$ cat src/rtl/idelay_load_sequencer.sv
// Stages per-lane delay loads on a shared bus and commits all lanes with one broadcast set strobe.
// Optional fine-field clamp and error flag enabled by defining IDELAY_FINE_CHECK_EN.
module idelay_load_sequencer #(
  parameter int         NUM_LANES   = 8,
  parameter int         LANE_BITS   = 3,
  parameter logic [7:0] DELAY_VALUE = 8'h00,
  parameter int         SET_GAP     = 2
) (
  input  logic                 clk,
  input  logic                 rst,
  input  logic                 cmd_valid,
  output logic                 cmd_ready,
  input  logic                 cmd_apply,
  input  logic [LANE_BITS-1:0] cmd_lane,
  input  logic [7:0]           cmd_delay,
  output logic [NUM_LANES-1:0] ld,
  output logic [7:0]           delay_out,
  output logic                 set,
  output logic [NUM_LANES-1:0] pending,
  output logic                 busy,
  output logic                 err_lane,
  output logic                 err_fine,
  input  logic                 err_clr
);

  typedef enum logic [1:0] {IDLE, GAP, SET} state_t;

  localparam logic [LANE_BITS:0] LANE_LIMIT = (LANE_BITS+1)'(NUM_LANES);

  state_t         state_reg, state_next;
  logic [3:0]     cnt_reg, cnt_next;
  logic           accept;
  logic           load_acc;
  logic           lane_ok;
  logic [7:0]     delay_fixed;
  logic [NUM_LANES-1:0] ld_next;

  assign accept   = cmd_valid & cmd_ready;
  assign load_acc = accept & ~cmd_apply;
  assign lane_ok  = {1'b0, cmd_lane} < LANE_LIMIT;

`ifdef IDELAY_FINE_CHECK_EN
  logic fine_bad;
  // Fine taps above 4 would overrun one coarse step, so clamp and flag them.
  assign fine_bad    = cmd_delay[2:0] > 3'd4;
  assign delay_fixed = fine_bad ? {cmd_delay[7:3], 3'd4} : cmd_delay;
`else
  assign delay_fixed = cmd_delay;
  assign err_fine    = 1'b0;
`endif

  genvar gi;
  generate
    for (gi = 0; gi < NUM_LANES; gi++) begin : g_ld
      assign ld_next[gi] = load_acc && lane_ok && (cmd_lane == LANE_BITS'(gi));
    end
  endgenerate

  always_ff @(posedge clk or posedge rst) begin
    if (rst) begin
      state_reg <= IDLE;
      cnt_reg   <= 4'd0;
    end else begin
      state_reg <= state_next;
      cnt_reg   <= cnt_next;
    end
  end

  always_comb begin
    state_next = state_reg;
    cnt_next   = cnt_reg;
    case (state_reg)
      IDLE: begin
        if (accept && cmd_apply) begin
          state_next = GAP;
          cnt_next   = 4'(SET_GAP);
        end
      end
      GAP: begin
        if (cnt_reg <= 4'd1) state_next = SET;
        else                 cnt_next   = cnt_reg - 4'd1;
      end
      SET:     state_next = IDLE;
      default: state_next = IDLE;
    endcase
  end

  // Outputs are registered from the next-state view so they line up with the state register.
  always_ff @(posedge clk or posedge rst) begin
    if (rst) begin
      cmd_ready <= 1'b1;
      busy      <= 1'b0;
      set       <= 1'b0;
      ld        <= '0;
      pending   <= '0;
      delay_out <= DELAY_VALUE;
      err_lane  <= 1'b0;
    end else begin
      cmd_ready <= (state_next == IDLE);
      busy      <= (state_next != IDLE);
      set       <= (state_next == SET);
      ld        <= ld_next;
      if (load_acc && lane_ok) delay_out <= delay_fixed;
      if (state_next == SET) pending <= '0;
      else                   pending <= pending | ld_next;
      err_lane  <= (load_acc && !lane_ok) || (err_lane && !err_clr);
    end
  end

`ifdef IDELAY_FINE_CHECK_EN
  always_ff @(posedge clk or posedge rst) begin
    if (rst) begin
      err_fine <= 1'b0;
    end else begin
      err_fine <= (load_acc && fine_bad) || (err_fine && !err_clr);
`ifdef IVERILOG
      if (load_acc && fine_bad)
        $display("idelay_load_sequencer: fine field %0d clamped to 4 at %0t", cmd_delay[2:0], $time);
`endif
    end
  end
`endif

endmodule

$ cat config.mk
export PLATFORM = sky130hd
export DESIGN_NAME = idelay_load_sequencer
export DESIGN_NICKNAME = d
export VERILOG_FILES = /design/src/rtl/idelay_load_sequencer.sv
export SDC_FILE = /design/constraint.sdc
export NUM_CORES = 1
export LEC_CHECK = 0
export BUFFER_PORTS_ARGS = -buffer_cell sky130_fd_sc_hd__buf_2
export CAP_MARGIN = 10
export CORE_ASPECT_RATIO = 0.6
export CORE_MARGIN = 2
export CORE_UTILIZATION = 51
export CTS_BUF_LIST = sky130_fd_sc_hd__clkbuf_8
export DETAILED_ROUTE_END_ITERATION = 8
export HOLD_SLACK_MARGIN = 0.02
export PLACE_DENSITY_LB_ADDON = 0.08
export RECOVER_POWER = 50
export SETUP_SLACK_MARGIN = 0.4
export SLEW_MARGIN = 20
export SYNTH_ARGS = -nofsm -noshare
export SYNTH_HDL_FRONTEND = slang
export SYNTH_SLANG_ARGS = --single-unit
$ cat constraint.sdc
create_clock -name clk -period 1.8 [get_ports clk]
set_input_delay 0.36 -clock clk [delete_from_list [all_inputs] [get_ports clk]]
set_output_delay 0.36 -clock clk [all_outputs]
set_load 0.005 [all_outputs]
==> results.sh <==
export IMPL_core_area_um2=2490
export IMPL_whs_path_depth=2
export IMPL_final_nets=168
export IMPL_crit_path_start_kind="flip-flop"
export IMPL_reg2reg_to="pending[3]$_DFF_PP0_"
export IMPL_ios=45
export IMPL_cellLeakagePower_nw=0.911
export IMPL_syn_avg_cell_area_um2=14.0
export IMPL_wl_per_cell_um=14.6
export IMPL_endpoint_kind="output pin"
export IMPL_cap_violations=0
export IMPL_synthesis_nets=113
export IMPL_clk_pin_slew_ns=0.06
export IMPL_peakVddDrop_mv=0.843
export IMPL_grt_pass1_wl_mm=4.22
export IMPL_synth_seq_cells=34
export IMPL_clockBufferDepth=2
export IMPL_layout_common_cells="buf_2 (41), dfrtp_1 (32), mux2_2 (8), o21a_1 (8)"
export IMPL_cp_top_family="flip-flops"
export IMPL_synth_largest_area_cell="dfrtp_1"
export IMPL_start_util_pct=53.4
export IMPL_die_area_um2=3040
export IMPL_synthCells=95
export IMPL_final_layout_size_suffix_gt1_share_pct=52.3
export IMPL_fmax_ghz=0.708
export IMPL_root_buffer="clkbuf_8"
export IMPL_grt_max_degree=35
export IMPL_drtPass1Iterations=4
export IMPL_slowest_delay_ns=0.62
export IMPL_arrival_ns=1.05
export IMPL_wl_mm=2.67
export IMPL_hp_start="err_clr"
export IMPL_viasPerCell=5.03
export IMPL_n_antenna_cell=0
export IMPL_power_mw=2.73
export IMPL_status="finished clean"
export IMPL_critical_path_class="reg2out"
export IMPL_path_cells="buf_2"
export IMPL_worst_path_buf_inv=1
export IMPL_clk_latency_ns=0.28
export IMPL_cp_required_ns=1.44
export IMPL_layout_commonest_cell="buf_2"
export IMPL_area_growth_pct=32.8
export IMPL_min_to="err_lane$_DFF_PP0_"
export IMPL_wl_met3_um=218
export IMPL_async_reset_ff_share_pct=100
export IMPL_ff2ff_setup_slack_ns=0.40
export IMPL_die_h_um=43.5
export IMPL_rsz0062_at_grt="true"
export IMPL_clock_sinks=34
export IMPL_met1_length_mm=1.12
export IMPL_initialDrtViolationCount=70
export IMPL_place_gp_congestion=0.767
export IMPL_die_x_um=69.9
export IMPL_synth_top_area_share_pct=62.2
export IMPL_hold_violations=0
export IMPL_synthTopCellsByArea="dfrtp_1 (62%), mux2_2 (6.8%), o21a_1 (4.5%)"
export IMPL_grt_total_usage_pct=18.9
export IMPL_ys_seq_area_share_pct=64.2
export IMPL_ys_types=32
export IMPL_synth_area_um2=1330
export IMPL_cts_htree_levels=2
export IMPL_r2r_start="cnt_reg[1]$_DFFE_PP0P_"
export IMPL_synthFlopType="dfrtp_1"
export IMPL_hold_worst_slack_ns=0.232
export IMPL_grt_pass1_vias=908
export IMPL_worst_pin_slew_ns=0.818
export IMPL_remaining_drc_errors=0
export IMPL_grt_overflow=0
export IMPL_yosys_warnings=0
export IMPL_fin_tns_setup_ns=0
export IMPL_finClkSkew_ns=0.00328
export IMPL_cts_tree="done"
export IMPL_relSlewSlack_pct=45.5
export IMPL_hpwl_mm=1.78
export IMPL_holdBufCountCts=0
export IMPL_core_rowCount=14
export IMPL_fin_crit_ns=1.41
export IMPL_ant_nets=0
export IMPL_holdCritPathClass="in2reg"
export IMPL_port_buffer_count=43
export IMPL_crit_fanout=5
export IMPL_fin_crit_sh_pct=78.4
export IMPL_finalSetupViolCount=0
export IMPL_reg2reg_depth=6
export IMPL_vias=921
export IMPL_cts_made_buffers=5
export IMPL_slowest_stage="dfstp_1"
export IMPL_highest_layer="met4"
export IMPL_antenna_found_initial=0
export IMPL_powerDensity_nw_per_um2=1550
export IMPL_drv_slew=0
export IMPL_top_regs="delay_out x8, ld x8, pending x8"
export IMPL_synth_edf_count=0
export IMPL_met2_length_mm=1.29
cell families (layout without fill, tap and decap cells):
logic type / Yosys count / after routing / share of synthesized area [%]
xor+xnor: 1 / 1 / 0.660
other cells: 1 / 1 / 0.282
fa+ha+maj: 2 / 2 / 1.88
flops: 34 / 34 / 64.2
simple gates: 27 / 27 / 14.3
buf+inv: 8 / 64 / 3.11
compound gates: 13 / 13 / 8.01
mux: 9 / 9 / 7.54
worst reg2reg max path: cells and delay by family (launching register included):
kind	cells	cell delay, ns
adder cells (fa/ha/maj)	1	0.16
buffers and inverters	1	0.11
AND/OR/NAND/NOR	3	0.46
AO/OA/AOI/OAI	1	0.17
flip-flops	1	0.38
timing repair:
item	CTS	global route
hold endpoints to repair	0	0
endpoints found under the setup margin	12	11
setup buffers	3	3
cloned	0	0
resized for setup	2	12
pin swaps	0	4
Yosys cell counts (2+ instances only):
| cell | n |
|---|---|
| a31oi_1 | 2 |
| dfrtp_1 | 33 |
| ha_1 | 2 |
| inv_1 | 6 |
| mux2_2 | 8 |
| nand2_1 | 4 |
| nand2b_1 | 2 |
| nor2_1 | 5 |
| nor3_1 | 2 |
| nor3_2 | 2 |
| o21a_1 | 8 |
per-stage QoR:
| step | worst slack, ns | utilization (%) | instances | cell area [um2] |
|---|---|---|---|---|
| after global placement | 0.345 | 63.2 | 169 | 1570 |
| final | 0.388 | 70.9 | 183 | 1760 |
| after CTS | 0.370 | 68.6 | 180 | 1710 |
| after global routing | 0.312 | 70.9 | 183 | 1760 |
| after floorplan | 0.447 | - | 95 | 1330 |
| after detailed placement | 0.249 | 63.2 | 169 | 1570 |
final cells by class:
type	count	area (um2)
sequential	34	853
fill	180	724
multi-input combinational	53	478
timing repair buffer	50	263
clock buffer	5	68.8
tap	32	40.0
clock inverter	3	37.5
inverter	6	22.5
where the power goes:
part / internal (mW) / switching [mW] / leakage, nW / total, mW
logic: 0.472 / 0.397 / 0.420 / 0.870
registers: 1.02 / 0.183 / 0.430 / 1.20
clock network: 0.402 / 0.249 / 0.0607 / 0.651
layer usage:
metal / track usage (%) / vias to the layer above
met3: 7.21 / 7
met4: 6.92 / 0
li1: - / 430
met1: 22.6 / 446
met2: 32.0 / 38
met5: 0 / -
how the worst max path moves through the flow:
stage,from,endpoint,cells after the start
2_1_floorplan,cnt_reg[0]$_DFFE_PP0P_,cnt_reg[3]$_DFFE_PP0P_,6
3_5_place_dp,cnt_reg[0]$_DFFE_PP0P_,cnt_reg[3]$_DFFE_PP0P_,6
6_report,cmd_ready$_DFF_PP1_,cmd_ready,1
4_1_cts,cnt_reg[1]$_DFFE_PP0P_,cnt_reg[3]$_DFFE_PP0P_,6
3_3_place_gp,cnt_reg[0]$_DFFE_PP0P_,pending[0]$_DFF_PP0_,6
5_1_grt,cnt_reg[1]$_DFFE_PP0P_,pending[3]$_DFF_PP0_,6
Power figures use the tool's default switching activity.
